`src/rtl/btn_tick_conditioner.sv`:
```
// btn_tick_conditioner: button synchronizer/debouncer, press pulse, periodic
// shift-enable tick and held shift bit. Optional macro: BTN_TICK_PRESS_CNT_EN.
module btn_tick_conditioner #(
    parameter int DEBOUNCE_CYCLES = 1_250_000,
    parameter int TICK_CYCLES     = 125_000_000
) (
    input  logic       clk,
    input  logic       rst,
    input  logic       btn_in,
    output logic       btn_level,
    output logic       btn_press,
    output logic       tick,
    output logic       shift_bit,
    output logic [7:0] press_cnt
);

    localparam int DBW = (DEBOUNCE_CYCLES > 1) ? $clog2(DEBOUNCE_CYCLES) : 1;
    localparam int TKW = $clog2(TICK_CYCLES);

    localparam logic [DBW-1:0] DB_LAST = DBW'(DEBOUNCE_CYCLES - 1);
    localparam logic [TKW-1:0] TK_LAST = TKW'(TICK_CYCLES - 1);

    typedef enum logic [1:0] {
        IDLE,
        DB_HIGH,
        PRESSED,
        DB_LOW
    } state_e;

    state_e           state_q;
    logic             s1_q;
    logic             s2_q;
    logic [DBW-1:0]   db_cnt_q;
    logic             level_q;
    logic             press_q;
    logic [TKW-1:0]   tick_cnt_q;
    logic [TKW-1:0]   tick_cnt_d;
    logic             shift_q;
    logic             tick_w;

    // Two-flop synchronizer for the asynchronous button input
    always_ff @(posedge clk) begin
        if (rst) begin
            s1_q <= 1'b0;
            s2_q <= 1'b0;
        end else begin
            s1_q <= btn_in;
            s2_q <= s1_q;
        end
    end

    // Debounce FSM with registered level and one-cycle press pulse
    always_ff @(posedge clk) begin
        if (rst) begin
            state_q  <= IDLE;
            db_cnt_q <= '0;
            level_q  <= 1'b0;
            press_q  <= 1'b0;
        end else begin
            press_q <= 1'b0;
            case (state_q)
                IDLE: begin
                    if (s2_q) begin
                        state_q  <= DB_HIGH;
                        db_cnt_q <= '0;
                    end
                end
                DB_HIGH: begin
                    if (!s2_q) begin
                        state_q <= IDLE;
                    end else if (db_cnt_q == DB_LAST) begin
                        state_q <= PRESSED;
                        level_q <= 1'b1;
                        press_q <= 1'b1;
                    end else begin
                        db_cnt_q <= db_cnt_q + DBW'(1);
                    end
                end
                PRESSED: begin
                    if (!s2_q) begin
                        state_q  <= DB_LOW;
                        db_cnt_q <= '0;
                    end
                end
                DB_LOW: begin
                    if (s2_q) begin
                        state_q <= PRESSED;
                    end else if (db_cnt_q == DB_LAST) begin
                        state_q <= IDLE;
                        level_q <= 1'b0;
                    end else begin
                        db_cnt_q <= db_cnt_q + DBW'(1);
                    end
                end
                default: begin
                    state_q <= IDLE;
                end
            endcase
        end
    end

    // Free-running tick counter, wraps at TICK_CYCLES-1
    always_comb begin
        tick_cnt_d = tick_cnt_q + TKW'(1);
        if (tick_cnt_q == TK_LAST) begin
            tick_cnt_d = '0;
        end
    end

    // Tick counter register
    always_ff @(posedge clk) begin
        if (rst) begin
            tick_cnt_q <= '0;
        end else begin
            tick_cnt_q <= tick_cnt_d;
        end
    end

    // Tick is decoded purely from the counter register
    assign tick_w = (tick_cnt_q == TK_LAST);

    // Shift bit: a press sets it, a tick consumes it; press wins a tie
    // so a press landing on a tick is presented at the following tick
    always_ff @(posedge clk) begin
        if (rst) begin
            shift_q <= 1'b0;
        end else if (press_q) begin
            shift_q <= 1'b1;
        end else if (tick_w) begin
            shift_q <= 1'b0;
        end
    end

`ifdef BTN_TICK_PRESS_CNT_EN
    logic [7:0] press_cnt_q;

    // Accepted-press counter, wraps naturally at 8 bits
    always_ff @(posedge clk) begin
        if (rst) begin
            press_cnt_q <= 8'd0;
        end else if (press_q) begin
            press_cnt_q <= press_cnt_q + 8'd1;
        end
    end

    assign press_cnt = press_cnt_q;
`else
    assign press_cnt = 8'd0;
`endif

    assign btn_level = level_q;
    assign btn_press = press_q;
    assign tick      = tick_w;
    assign shift_bit = shift_q;

endmodule

```
`config.mk`:
```
export PLATFORM = sky130hd
export DESIGN_NAME = btn_tick_conditioner
export DESIGN_NICKNAME = d
export VERILOG_FILES = /design/src/rtl/btn_tick_conditioner.sv
export SDC_FILE = /design/constraint.sdc
export NUM_CORES = 1
export LEC_CHECK = 0
export CORE_MARGIN = 4
export CORE_UTILIZATION = 45
export DETAILED_ROUTE_END_ITERATION = 16
export SYNTH_ARGS = -nofsm -noshare
export SYNTH_HDL_FRONTEND = slang
export SYNTH_SLANG_ARGS = --single-unit
```
`constraint.sdc`:
```
create_clock -name clk -period 4.7 [get_ports clk]
set_clock_uncertainty 0.2 [all_clocks]
set_input_delay 0.47 -clock clk [delete_from_list [all_inputs] [get_ports clk]]
set_output_delay 0.47 -clock clk [all_outputs]
set_load 0.01 [all_outputs]
```
# Word level (Yosys, flattened, before mapping)

Cells that the tools add are included.

$add $sub $neg: 2
Equality and inequality tests: 13
Mux-type cells: 21
Bitwise gates (word level): 2
Reduce and logical (&&, ||, !) cells: 8

Operator list:

| cell                    | count |
|---|---|
| $mux W21                | 5 |
| $pmux W21 S4            | 1 |
| $add A27 B1 Y27 const B | 1 |
| $eq A27 B27 Y1 const B  | 1 |
| $add A21 B1 Y21 const B | 1 |
| $eq A21 B21 Y1 const B  | 1 |
| $mux W2                 | 6 |
| $ne A2 B2 Y1 const B    | 6 |
| $pmux W2 S4             | 1 |
| $reduce_and A4 Y1       | 2 |
| $mux W1                 | 7 |
| $ne A3 B3 Y1 const B    | 2 |
| $reduce_and A5 Y1       | 1 |
| $eq A2 B2 Y1 const B    | 2 |
| $reduce_bool A2 Y1      | 2 |
| $reduce_or A3 Y1        | 1 |
| $eq A2 B1 Y1 const B    | 1 |
| $logic_not A2 Y1        | 1 |
| $not A1 Y1              | 2 |
| $pmux W1 S2             | 1 |
| $reduce_or A2 Y1        | 1 |

Flip-flop bits (word level): 55
Bits of input ports: 3
Output and inout bits: 12
Logic and storage cells: 54

# Logic depth before layout (Yosys ltp)

Word-level depth: 4
Depth in mapped cells: 7
Mapped depth without buffers: 5

# Worst setup path after synthesis

OpenSTA, ideal clock, no wires.

Path kind: reg2reg
Start: reg db_cnt_q[0]
End: reg db_cnt_q[20]
Setup time: 0.073 ns
Arrival: 1.925 ns
Required time: 4.427 ns
Slack: 2.502 ns
Cell stages (with the launch flop): 7
Buffers on the path: 1
Clock period less this slack: 2.198 ns
Path through: dfxtp_1 > ha_1 > nand3_2 > or4_1 > buf_2 > or4_1 > a21oi_1

Cells in the longest elaborated chain, start to end: 4
Elaborated cells between the ends (all ways): 6
Classes of those cells: 1 x add/sub; 1 x eq/ne; 4 x mux

RTL lines:

| element                                           | RTL line | RTL |
|---|---|---|
| from (decl)                                       | 33       | `logic [DBW-1:0] db_cnt_q;` |
| from (signal assigned)                            | 76       | `db_cnt_q <= db_cnt_q + DBW'(1);` |
| from (signal assigned)                            | 92       | `db_cnt_q <= db_cnt_q + DBW'(1);` |
| $add A21 B1 Y21 or $eq A21 B21 Y1 (tied branches) | --       |  |
| $mux W21 *                                        | 71, 88   |  |
| $mux W21, on equally long branches                | 86, 69   |  |
| $pmux W21 S4 *                                    | 61       | `case (state_q)` |

Mark *: on every way between the ends. The rest lies on a longest branch, timed or not. The select of a mux whose other input is x is not followed.
A chain may end at the register's enable or synchronous reset.

# Worst setup path in the final report

Start: reg tick_cnt_q[0]
End: out tick

Cells in the longest elaborated chain, start to end: 1

RTL lines:

| element                | RTL line | RTL |
|---|---|---|
| from (decl)            | 36       | `logic [TKW-1:0] tick_cnt_q;` |
| from (signal assigned) | 115      | `tick_cnt_q <= tick_cnt_d;` |
| $eq A27 B27 Y1         | 120      | `assign tick_w = (tick_cnt_q == TK_LAST);` |
| to (decl)              | 12       | `output logic tick,` |

No other way between the ends.

==> impl_metrics.toml <==
[run_status]
status = "complete, no violations"

[setup_path]
worstSetupPathType = "flip-flop to output pin"
startpoint_type = "flip-flop"
required_ns = 4.03
slowest_stage = "or4_1"
reg2reg_slack_ns = 1.99
cp_max_fo = 5
path_buf_inv = 1
cpPeakStageDelay_ns = 0.61
path_cells = "ha_1 -> nand2_1 -> or4_1 -> nor2_1 -> clkdlybuf4s50_1"
arrival_ns = 2.39
crit_family = "simple AND/OR/NAND/NOR gates"
endpoint_kind = "output pin"

[finish]
antennaDiodeCount = 0
fin_util_pct = 49.7
n_fill_cell = 591
finalNetCount = 348
layout-drive-gt1-share_pct = 4.65
area_growth_pct = 5.10

[power_and_ir_drop]
switching_power_uw = 196
intPower_uw = 590
seq_power_share_pct = 60.6
power.share.clock_pct = 35.5
powerDensity_mw_per_mm2 = 262
switching_share_pct = 25.0
pwr-share-comb_pct = 3.9
p_leak_nw = 0.879
ir_worst_vdd_mv = 0.169

[global_route]
grt_max_degree = 28
grt_use_total_pct = 17.4
grt_overflow = 0
grt_pass1_vias = 2286
antenna_found_initial = 0
grt_pass1_wl_um = 10800

[flow_run]
max-cap-violations = 0

[sta]
hold_violations = 0
setup_viol = 0
rsz0062_at_grt = "no"
tns_ns = 0
final_max_slew_viol_count = 0
slew_headroom_pct = 25.6
worst_pin_slew_ns = 1.12
fin_crit_sh_pct = 65.0
period_minus_slack_ns = 3.06
fmax_mhz = 327

[floorplan]
die_y_um = 87.6
die_w_um = 87.6
rows = 28
ios = 15
start_util_pct = 47.3
die_area_mm2 = 0.00767
core_area_mm2 = 0.00603

[yosys]
synth_top_cell_area_share_pct = 38.7
syn_area_per_cell_um2 = 8.21
synth-edff-count = 0
synth_seq_area_share_pct = 38.7
yosys_warnings = 0
synthCells = 347
synth.area.top_cells = "dfxtp_1, or4_1, a21oi_1, nand2_1, o31ai_1"
yosysTopAreaCell = "dfxtp_1"
netlist-cell-type-count = 45
ys_async_sr_fraction_pct = 0
synth_top_flop_cell = "dfxtp_1"
ys_ff_latch = 55
netlist_area_mm2 = 0.00285

[clocking]
clk_latency_ns = 0.32
cts_made_buffers = 5
cts.sinks = 55
cts_buffer_depth = 2
cts_tree = "done"
cts-root-buf = "clkbuf_8"
clk_pin_slew_worst_paths_ns = 0.11
cts_hold_buffers = 0
cts_resized = 0
htree_levels = 2
post_cts_buffers = 0

[route]
vias_per_cell = 6.00
routed_wl_um = 6140
drt-initial-drc-count = 126
post_drt_wl_per_cell_um = 14.6
vias = 2513
drtPass1Iterations = 4
ant_nets = 0
drc = 0

[placed_design]
io_buffers = 6
routabilityCongestion = 0.777
place_hpwl_um = 4160

[hold_path]
hold_class = "flip-flop to flip-flop"
[final timing paths]
| kind | start | to | depth (start not counted) |
|---|---|---|---|
| min reg2reg | s1_q | s2_q | 1 |
| min | s1_q | s2_q | 1 |
| max | tick_cnt_q[0] | tick | 5 |
| max reg2reg | tick_cnt_q[0] | tick_cnt_q[10] | 5 |
[power by group through the flow]
stage / Sequential [mW] / Combinational [mW] / Clock (mW)
6_report: 0.476 / 0.0305 / 0.279
4_1_cts: 0.476 / 0.0309 / 0.289
5_1_grt: 0.477 / 0.0349 / 0.308
3_5_place_dp: 0.487 / 0.0308 / 0
2_1_floorplan: 0.485 / 0.0272 / 0
3_3_place_gp: 0.487 / 0.0304 / 0
[cells in the mapped netlist (all sizes together), types with 12 or more instances]
master	n
nand2	29
or4	21
nand3	20
o31ai	14
nor2	19
buf	14
nand4	12
o21ai	16
inv	15
a21oi	31
dfxtp	55
[kinds of logic (layout without fill, tap and decap cells)]
logic type                 count (synthesis)  after routing  share of synthesized area [%]
other                                      1              8                          0.132
muxes                                      4              4                           1.41
AOI/OAI and AO/OA                         77             77                           16.7
and+or+nand+nor                          156            156                           31.5
adders and majority gates                  2              2                          0.879
DFF                                       55             55                           38.7
buffers and inverters                     40             30                           6.77
xor gates and xnor gates                  12             12                           3.95
[area by class of cell]
cell class | count | area (µm²) | area share [%]
clock buffer | 5 | 68.8 | 2.30
clock inverter | 3 | 25.0 | 0.836
inverter | 15 | 56.3 | 1.88
multi-input combinational | 259 | 1580 | 52.8
sequential | 55 | 1100 | 36.8
tap | 75 | 93.8 | 3.14
timing repair buffer | 7 | 67.6 | 2.26
[sequential cells by signal, summed over array words and instances (netlist names), named ones only]
register,cells
db_cnt_q,21
btn_press,1
tick_cnt_q,27
s2_q,1
shift_bit,1
state_q,1
btn_level,1
s1_q,1
[through the flow]
step / area, µm² / std cells / total power, mW / setup slack, ns / hold WS [ns]
final: 2990 / 419 / 0.786 / 1.64 / 0.265
after global routing: 2990 / 419 / 0.820 / 1.53 / 0.293
after CTS: 2990 / 419 / 0.796 / 1.61 / 0.270
after detailed placement: 2900 / 411 / 0.518 / 1.79 / 0.240
after global placement: 2900 / 411 / 0.517 / 1.87 / 0.242
after floorplan: 2870 / 354 / 0.512 / 2.50 / 0.214
[placed cells by master, fill, tap and decap left out, types with 3 or more instances in the layout]
cell type        count
clkdlybuf4s50_1      6
dfxtp_1             55
and3_1               6
nand3_1             18
a21oi_1             31
xnor2_1              9
o21ai_0             14
clkbuf_8             5
and4_1               4
o31ai_1             14
or3_1               11
nand2_1             28
and2_1               3
a31oi_1              3
nor2_1              19
inv_1               15
nor2b_1              5
conb_1               8
nand4_1             11
nor4_1               6
nor3_1               9
mux2i_1              4
o311ai_0             3
or4_1               21
nor4b_1              3
o32ai_1              4
o211ai_1             3
[per-layer routing]
layer	wire (µm)	vias to the layer above	GRT usage (%)
li1	-	1272	-
met1	3200	1188	25.7
met2	2620	46	25.5
met3	251	7	3.67
met4	68	0	4.88
met5	0	-	0
Power figures use the tool's default switching activity.
